**src/rtl/rubik_rd_cdt_ctrl.sv**
```systemverilog
// Credit-based 64B DMA read-request sequencer for the rubik read-response path.
// A request is presented only while a response FIFO entry is guaranteed free;
// credits come back through rd_cdt_lat_fifo_pop.
module rubik_rd_cdt_ctrl #(
  parameter int unsigned CDT_DEPTH = 128,
  parameter int unsigned CDT_W     = 8,
  parameter int unsigned LEN_W     = 13
) (
  input  logic              nvdla_core_clk,
  input  logic              nvdla_core_rstn,
  input  logic              op_en,
  input  logic [LEN_W-1:0]  op_req_num,
  input  logic [63:0]       op_base_addr,
  output logic              dma_rd_req_vld,
  output logic [78:0]       dma_rd_req_pd,
  input  logic              dma_rd_req_rdy,
  input  logic              rd_cdt_lat_fifo_pop,
  output logic              op_busy,
  output logic              op_done,
  output logic [CDT_W-1:0]  cdt_avail,
  output logic              cdt_err
);

  localparam int unsigned ADDR_W = 64;
  localparam int unsigned SIZE_W = 15;
  localparam int unsigned PD_W   = SIZE_W + ADDR_W;

  localparam logic [1:0] ST_IDLE  = 2'd0;
  localparam logic [1:0] ST_RUN   = 2'd1;
  localparam logic [1:0] ST_DRAIN = 2'd2;
  localparam logic [1:0] ST_DONE  = 2'd3;

  // one request moves two 32B atoms; the size field encodes atoms minus one
  localparam logic [SIZE_W-1:0] REQ_SIZE  = SIZE_W'(1);
  localparam logic [ADDR_W-1:0] REQ_BYTES = ADDR_W'(64);
  localparam logic [CDT_W-1:0]  CDT_MAX   = CDT_W'(CDT_DEPTH);

  logic [1:0]        state_q,  state_d;
  logic [CDT_W-1:0]  credit_q, credit_d;
  logic [CDT_W-1:0]  outst_q,  outst_d;
  logic [LEN_W-1:0]  remain_q, remain_d;
  logic [ADDR_W-1:0] addr_q,   addr_d;
  logic              vld_q,    vld_d;
  logic [PD_W-1:0]   pd_q,     pd_d;
  logic              busy_q,   busy_d;
  logic              done_q,   done_d;
  logic              err_q,    err_d;

  logic accept;
  logic hold;
  logic credit_full;

  // State and output registers; reset aborts any operation without a done pulse
  always_ff @(posedge nvdla_core_clk or negedge nvdla_core_rstn) begin
    if (!nvdla_core_rstn) begin
      state_q  <= ST_IDLE;
      credit_q <= CDT_MAX;
      outst_q  <= '0;
      remain_q <= '0;
      addr_q   <= '0;
      vld_q    <= 1'b0;
      pd_q     <= '0;
      busy_q   <= 1'b0;
      done_q   <= 1'b0;
      err_q    <= 1'b0;
    end else begin
      state_q  <= state_d;
      credit_q <= credit_d;
      outst_q  <= outst_d;
      remain_q <= remain_d;
      addr_q   <= addr_d;
      vld_q    <= vld_d;
      pd_q     <= pd_d;
      busy_q   <= busy_d;
      done_q   <= done_d;
      err_q    <= err_d;
    end
  end

  // Next-state, credit/outstanding bookkeeping and request presentation
  always_comb begin
    state_d     = state_q;
    credit_d    = credit_q;
    outst_d     = outst_q;
    remain_d    = remain_q;
    addr_d      = addr_q;
    vld_d       = 1'b0;
    pd_d        = pd_q;
    err_d       = err_q;
    accept      = vld_q & dma_rd_req_rdy;
    hold        = vld_q & ~dma_rd_req_rdy;
    credit_full = (credit_q == CDT_MAX);

    // an accept and a pop in the same cycle cancel on both counters
    if (accept && !rd_cdt_lat_fifo_pop) begin
      credit_d = credit_q - CDT_W'(1);
      outst_d  = outst_q + CDT_W'(1);
    end else if (!accept && rd_cdt_lat_fifo_pop) begin
      if (credit_full) begin
        err_d = 1'b1;
      end else begin
        credit_d = credit_q + CDT_W'(1);
      end
      if (outst_q != '0) begin
        outst_d = outst_q - CDT_W'(1);
      end
    end

    if (accept) begin
      remain_d = remain_q - LEN_W'(1);
      addr_d   = addr_q + REQ_BYTES;
    end

    case (state_q)
      ST_IDLE: begin
        if (op_en) begin
          addr_d   = op_base_addr;
          remain_d = op_req_num;
          state_d  = (op_req_num == '0) ? ST_DONE : ST_RUN;
        end
      end
      ST_RUN: begin
        if (accept && (remain_q == LEN_W'(1))) begin
          state_d = (outst_d == '0) ? ST_DONE : ST_DRAIN;
        end
      end
      ST_DRAIN: begin
        if (outst_d == '0) begin
          state_d = ST_DONE;
        end
      end
      ST_DONE: begin
        state_d = ST_IDLE;
      end
      default: begin
        state_d = ST_IDLE;
      end
    endcase

    // a presented request stays put until taken; after an accept the next one
    // follows immediately if work and credit (pop included) remain
    if (hold) begin
      vld_d = 1'b1;
    end else if (accept) begin
      vld_d = (remain_d != '0) && (credit_d != '0);
    end else begin
      vld_d = (state_q == ST_RUN) && (remain_q != '0) && (credit_q != '0);
    end

    if (vld_d && !hold) begin
      pd_d = {REQ_SIZE, addr_d};
    end
  end

  assign busy_d = (state_d == ST_RUN) || (state_d == ST_DRAIN);
  assign done_d = (state_d == ST_DONE);

  assign dma_rd_req_vld = vld_q;
  assign dma_rd_req_pd  = pd_q;
  assign op_busy        = busy_q;
  assign op_done        = done_q;
  assign cdt_avail      = credit_q;
  assign cdt_err        = err_q;

endmodule

```
**config.mk**
```make
export PLATFORM = sky130hd
export DESIGN_NAME = rubik_rd_cdt_ctrl
export DESIGN_NICKNAME = d
export VERILOG_FILES = /design/src/rtl/rubik_rd_cdt_ctrl.sv
export SDC_FILE = /design/constraint.sdc
export NUM_CORES = 1
export LEC_CHECK = 0
export ABC_CLOCK_PERIOD_IN_PS = 3800
export CORE_MARGIN = 4
export CORE_UTILIZATION = 52
export DETAILED_ROUTE_END_ITERATION = 6
export GPL_TIMING_DRIVEN = 0
export PLACE_DENSITY = 0.8
export SYNTH_ARGS = -nofsm -noshare
export SYNTH_HDL_FRONTEND = slang
export SYNTH_SLANG_ARGS = --single-unit
```
**constraint.sdc**
```tcl
create_clock -name nvdla_core_clk -period 3.8 [get_ports nvdla_core_clk]
set_clock_uncertainty 0.1 [all_clocks]
set_input_delay 0.38 -clock nvdla_core_clk [delete_from_list [all_inputs] [get_ports nvdla_core_clk]]
set_output_delay 0.38 -clock nvdla_core_clk [all_outputs]
set_load 0.005 [all_outputs]
```
==> impl_metrics.json, run 1 <==
{
  "stdcell_count": 1281,
  "placed_cell_area_um2": 10640,
  "tightest_slew_ns": 0.7914,
  "fp.dieW_um": 137.4,
  "via_per_inst": 5.580,
  "cts_sinks": 164,
  "avgRoutedWirePerCell_um": 17.50,
  "synth_edf_count": 0,
  "grtUsageTotal_pct": 24.19,
  "path_cells": "clkbuf_1 -> a21bo_2 -> or4_1 -> o22ai_1 -> mux2_2 -> or4_1 -> o32a_1 -> a211oi_1 -> ha_1",
  "pre_cts_slack_ns": -0.2850,
  "power.density_nw_per_um2": 700.3,
  "slew-limit-headroom_pct": 46.83,
  "yosysUniqueCellTypes": 66,
  "fp-row-count": 47,
  "path_class": "reg2reg",
  "areaGrowthSynthToFinish_pct": 29.66,
  "hp-class": "reg2reg",
  "path_clk_slew_ns": 0.07,
  "post-dp-hpwl_mm": 16.25,
  "grt-ovfl-total": 0,
  "startpoint_type": "flop",
  "final_antenna_net_count": 0,
  "slowest_delay_ns": 0.51,
  "ir_worst_vdd_mv": 0.4613,
  "syn_avg_cell_area_um2": 10.15,
  "grt_pass1_vias": 6935,
  "drt_iter0_markers": 509,
  "final_cell_mix": "163 x dfrtp_1, 156 x clkdlybuf4s50_1, 115 x nand2_1, 82 x o21ai_0, 50 x xnor2_1",
  "cts_tree": "built",
  "synth_warnings": 0,
  "fin_crit_ns": 3.709,
  "placedCellCount": 1249,
  "end_kind": "flop",
  "ys_seq_area_share_pct": 47.15,
  "dr.pass1.iters": 5,
  "required_ns": 4.00,
  "arrival_ns": 3.91,
  "start_util_pct": 52.69,
  "ys_seq_elements": 164,
  "utilization_pct": 68.32,
  "antenna_cells": 0,
  "cp_slowest_cell": "or4_1",
  "timing.fmax_ghz": 0.2696,
  "drc_errors": 0,
  "io_buffers": 157,
  "finalHoldViolations": 0,
  "htreeDepth": 4,
  "drv_cap": 0,
  "numCtsBuffers": 17,
  "die_h_um": 137.4,
  "drive_gt1_share_pct": 14.23,
  "synthesis.area_um2": 8707,
  "syn_inst": 858,
  "status": "completed",
  "finalMaxSlewViolations": 0,
  "die-area_um2": 18880,
  "clock_latency_ns": 0.43,
  "grt_max_degree": 85,
  "critPathMaxFanout": 10,
  "clk_path_buf_depth": 2,
  "cts_root_buf": "clkbuf_16",
  "core_area_um2": 16520,
  "ys.flop_type": "dfrtp_1",
  "synthArstFlopShare_pct": 100.0,
  "finalSetupViolations": 0,
  "antenna_found_initial": 0,
  "p_leak_uw": 0.004605,
  "hold_ws_ns": 0.3628,
  "finish.net_count": 1140,
  "final.setup.worst_slack_ns": 0.09064,
  "design_area_um2": 11290,
  "grt_pass1_wl_mm": 35.71,
  "final_common_cell": "dfrtp_1",
  "vias": 7148,
  "finalCritPeriodShare_pct": 97.61,
  "drt_wl_total_mm": 22.42,
  "cp_common_cell": "or4_1",
  "top_level_ports": 173,
  "place_congestion": 0.8974
}
==> state kept, by name (all words and copies together) (netlist names) <==
name            flops
op_done             1
dma_rd_req_pd      65
cdt_avail           8
outst_q             8
op_busy             1
cdt_err             1
state_q             2
dma_rd_req_vld      1
remain_q           13
addr_q             64
==> power by group <==
group	leakage (uW)	total, uW	switching, uW	internal [uW]
Sequential	0.00200	3170	661	2510
Clock	0.000288	1790	729	1060
Combinational	0.00231	2940	1200	1740
Total	0.00460	7910	2590	5310
==> repair_timing <==
action                                  4_1_cts  5_1_grt
gates resized for setup                       0        8
hold endpoints to repair                     80        0
hold buffers                                  1        0
buffers inserted                              0        0
endpoints found under the setup margin        0       66
==> worst max-delay path: cells and delay by family (launching register included) <==
kind / cells / cell delay (ns)
simple gates: 2 / 1.01
flops: 1 / 0.41
compound gates: 4 / 1.15
mux: 1 / 0.37
buf+inv: 1 / 0.23
fa+ha+maj: 1 / 0.30
==> cell type report <==
cell class	instances	area, um^2
Sequential cell	164	4105
Buffer	61	334.1
Tap cell	220	275.3
Clock buffer	19	442.9
Timing Repair Buffer	159	1614
Clock inverter	13	171.4
Multi-Input combinational cell	624	4268
Fill cell	1266	5235
Inverter	21	78.83
==> final timing paths <==
check                                         start                             to  slack, ns  depth (start not counted)
max in group asynchronous           nvdla_core_rstn         cdt_avail[7]$_DFF_PN1_       2.33                          3
hold reg to reg                 cdt_err$_DFFE_PN0P_            cdt_err$_DFFE_PN0P_       0.36                          1
min in group asynchronous           nvdla_core_rstn  dma_rd_req_pd[37]$_DFFE_PN0P_       0.42                          2
hold / removal                  cdt_err$_DFFE_PN0P_            cdt_err$_DFFE_PN0P_       0.36                          1
setup reg to reg           dma_rd_req_vld$_DFF_PN0_              op_busy$_DFF_PN0_       0.09                          9
setup / recovery           dma_rd_req_vld$_DFF_PN0_              op_busy$_DFF_PN0_       0.09                          9
==> stage by stage <==
stage / setup TNS (ns) / power, uW
3_3_place_gp: -718.44 / 5982
6_report: 0 / 7906
4_1_cts: 0 / 7917
3_5_place_dp: -15.25 / 6073
2_1_floorplan: 0 / 4722
5_1_grt: -0.001499 / 8385
==> routing by layer <==
| metal | GRT usage, % | wire length [um] | vias to the layer above |
|---|---|---|---|
| met5 | 0 | 0 | - |
| met1 | 33.46 | 10010 | 3472 |
| met3 | 6.318 | 1507 | 39 |
| met4 | 7.317 | 489 | 0 |
| li1 | - | - | 3391 |
| met2 | 37.55 | 10420 | 246 |
==> cell usage after synthesis, types with 3 or more instances <==
cell / instances / area, um^2
a31o_2: 4 / 35.03
and2_1: 7 / 43.79
xor2_1: 18 / 157.7
nand3_1: 25 / 125.1
nand2_1: 115 / 431.7
o21ai_0: 82 / 410.4
buf_2: 4 / 20.02
a21bo_2: 3 / 30.03
or4_1: 9 / 67.56
a221o_1: 4 / 40.04
nand4_1: 14 / 87.58
nor4_1: 20 / 125.1
ha_1: 10 / 125.1
a21oi_1: 10 / 50.05
inv_1: 21 / 78.83
clkbuf_1: 35 / 131.4
dfrtp_1: 163 / 4079
or3_1: 11 / 68.82
o31ai_1: 5 / 37.54
xnor2_1: 50 / 437.9
and4_1: 7 / 61.31
nor2_1: 39 / 146.4
and3_1: 23 / 143.9
buf_6: 6 / 67.56
nand3b_1: 5 / 37.54
nor4b_1: 4 / 35.03
a31oi_1: 9 / 56.30
or2_2: 6 / 37.54
mux2_4: 49 / 735.7
buf_4: 14 / 105.1
nor3_1: 24 / 120.1
a211oi_1: 3 / 22.52
mux2_2: 17 / 191.4
o22a_1: 3 / 26.28
==> logic make-up after synthesis <==
group	after synthesis	share of synthesized area, %
compound gates	142	10.06
xor+xnor	68	6.840
fa+ha+maj	10	1.437
buf+inv	83	4.771
flops	164	47.15
mux	66	10.65
other cells	1	0.04307
simple gates	324	19.05
Note: power is estimated with default switching activity, not from simulation.
==> run 2, diff against run 1 <==
Settings changed: GPL_ROUTABILITY_DRIVEN set to 0.
==> run 2 against run 1 <==
Combinational power about the same. Sequential cell count unchanged. Die area unchanged. Register-to-register slack improved by 0.05 ns. Utilization unchanged. Final area unchanged. Sequential power about the same. Total power increased by 0.56%. Hold slack got worse by 0.0077 ns. Largest power group unchanged.
==> impl_metrics.json, run 2 (synthesis gave the netlist of run 1 again) <==
{
  "status": "completed",
  "r2r-start": "remain_q[6]$_DFF_PN0_",
  "required_ns": 4.01,
  "drv_cap": 0,
  "p_switching_uw": 2591,
  "grtUsageTotal_pct": 24.06,
  "seq_power_share_pct": 39.9,
  "ir_worst_vdd_mv": 0.4454,
  "core_area_um2": 16520,
  "sw_frac_of_total_pct": 32.59,
  "drt_iter0_markers": 473,
  "path_clk_slew_ns": 0.07,
  "nFillCells": 1261,
  "die-area_um2": 18880,
  "rr_worst_depth": 9,
  "final_cell_mix": "163 x dfrtp_1, 156 x clkdlybuf4s50_1, 115 x nand2_1, 82 x o21ai_0, 50 x xnor2_1",
  "antenna_cells": 0,
  "die_h_um": 137.4,
  "timing.fmax_ghz": 0.2734,
  "path_cells": "or4_1 -> or4_1 -> or3_1 -> a31oi_1 -> nor4_4 -> a211oi_2 -> buf_6 -> buf_6 -> mux2_4",
  "crit_start": "remain_q[6]$_DFF_PN0_",
  "clock_latency_ns": 0.43,
  "fp-row-count": 47,
  "io_buffers": 157,
  "avgRoutedWirePerCell_um": 17.41,
  "final_antenna_net_count": 0,
  "cp_slowest_cell": "or4_1",
  "start_util_pct": 52.69,
  "power_uw": 7950,
  "finish.net_count": 1140,
  "post-dp-hpwl_mm": 16.09,
  "clk_path_buf_depth": 2,
  "via_per_inst": 5.559,
  "finalCritPeriodShare_pct": 96.26,
  "fp.dieW_um": 137.4,
  "hold_end": "cdt_err$_DFFE_PN0P_",
  "cts_sinks": 164,
  "worstReg2RegEnd": "dma_rd_req_pd[10]$_DFFE_PN0P_",
  "holdPathStages": 1,
  "slew-limit-headroom_pct": 41.39,
  "grt_pass1_wl_mm": 35.42,
  "end_kind": "flop",
  "path_class": "reg2reg",
  "drt_wl_total_mm": 22.30,
  "grt_pass1_vias": 6886,
  "cts_root_buf": "clkbuf_16",
  "arrival_ns": 3.87,
  "p_int_uw": 5359,
  "htreeDepth": 4,
  "fin_crit_ns": 3.658,
  "hold_ws_ns": 0.3551,
  "top_level_ports": 173,
  "finalHoldViolations": 0,
  "finalSetupViolations": 0,
  "slowest_delay_ns": 0.64,
  "grt-ovfl-total": 0,
  "grt_max_degree": 86,
  "reg2reg_slack_ns": 0.14,
  "vias": 7121,
  "holdCritStartpoint": "cdt_err$_DFFE_PN0P_",
  "startpoint_type": "flop",
  "power.density_nw_per_um2": 704.2,
  "final_common_cell": "dfrtp_1",
  "areaGrowthSynthToFinish_pct": 29.66,
  "grt_setup_unrepaired": "no",
  "finalMaxSlewViolations": 0,
  "drc_errors": 0,
  "tightest_slew_ns": 0.8725,
  "numCtsBuffers": 17,
  "p_leak_uw": 0.004612,
  "stdcell_count": 1281,
  "antenna_found_initial": 0,
  "hp-class": "reg2reg",
  "largest_reg_flops": 65,
  "p_clk_share_pct": 23.2,
  "dr.pass1.iters": 5,
  "drive_gt1_share_pct": 13.76,
  "combPwrFrac_pct": 36.9,
  "cts_tree": "built",
  "critPathMaxFanout": 10,
  "placedCellCount": 1249
}
==> run 2: through the flow <==
step                setup WS [ns]  util, %  TNS, ns  area (um^2)
detailed placement        -0.2844    64.36   -14.96        10640
floorplan                  0.5213        -        0         8756
finish                     0.1423    68.32        0        11290
global route             0.002842    68.32        0        11290
CTS                       0.07020    68.23        0        11270
global placement           -4.285    64.16  -713.07        10600
==> run 2: timing repair <==
action,CTS,global route
setup endpoints to repair,0,62
hold buffers,1,0
setup buffers,0,0
resized for setup,0,3
endpoints found under the hold margin,79,0
==> run 2: power groups by stage <==
| stage | Combinational (uW) | Clock, uW | Sequential (uW) |
|---|---|---|---|
| final | 2930 | 1840 | 3170 |
| after CTS | 2930 | 1870 | 3160 |
| after global placement | 2820 | 0 | 3150 |
| after global routing | 3210 | 1960 | 3270 |
| after floorplan | 1670 | 0 | 3060 |
| after detailed placement | 2900 | 0 | 3170 |
==> run 2: worst max-delay path by stage <==
stage / to / depth (start not counted)
3_5_place_dp: dma_rd_req_pd[5]$_DFFE_PN0P_ / 11
5_1_grt: op_busy$_DFF_PN0_ / 9
6_report: dma_rd_req_pd[10]$_DFFE_PN0P_ / 9
4_1_cts: dma_rd_req_pd[10]$_DFFE_PN0P_ / 11
2_1_floorplan: op_busy$_DFF_PN0_ / 9
3_3_place_gp: outst_q[7]$_DFF_PN0_ / 1
==> run 2: layer usage <==
metal	wire length (um)	GRT usage, %	up-vias
li1	-	-	3395
met1	9761	32.18	3458
met2	10690	38.75	245
met3	1526	6.209	23
met4	322	7.095	0
met5	0	0	-
==> run 2: cell type report <==
cell class | count | area, um^2 | share of cell area (%)
clock inverters | 13 | 196.4 | 1.740
clock buffers | 19 | 432.9 | 3.835
well taps | 220 | 275.3 | 2.438
repair buffers | 159 | 1614 | 14.30
multi-input cells | 624 | 4254 | 37.68
flip-flops and latches | 164 | 4105 | 36.36
plain buffers | 61 | 332.8 | 2.948
inverters | 21 | 78.83 | 0.6982
==> run 2: worst max-delay path: cells and delay by family, from the launching register on <==
| family | cells | cell delay, ns |
|---|---|---|
| multiplexers | 1 | 0.32 |
| buffers and inverters | 2 | 0.44 |
| flip-flops | 1 | 0.44 |
| AO/OA/AOI/OAI | 2 | 0.60 |
| AND/OR/NAND/NOR | 4 | 1.62 |
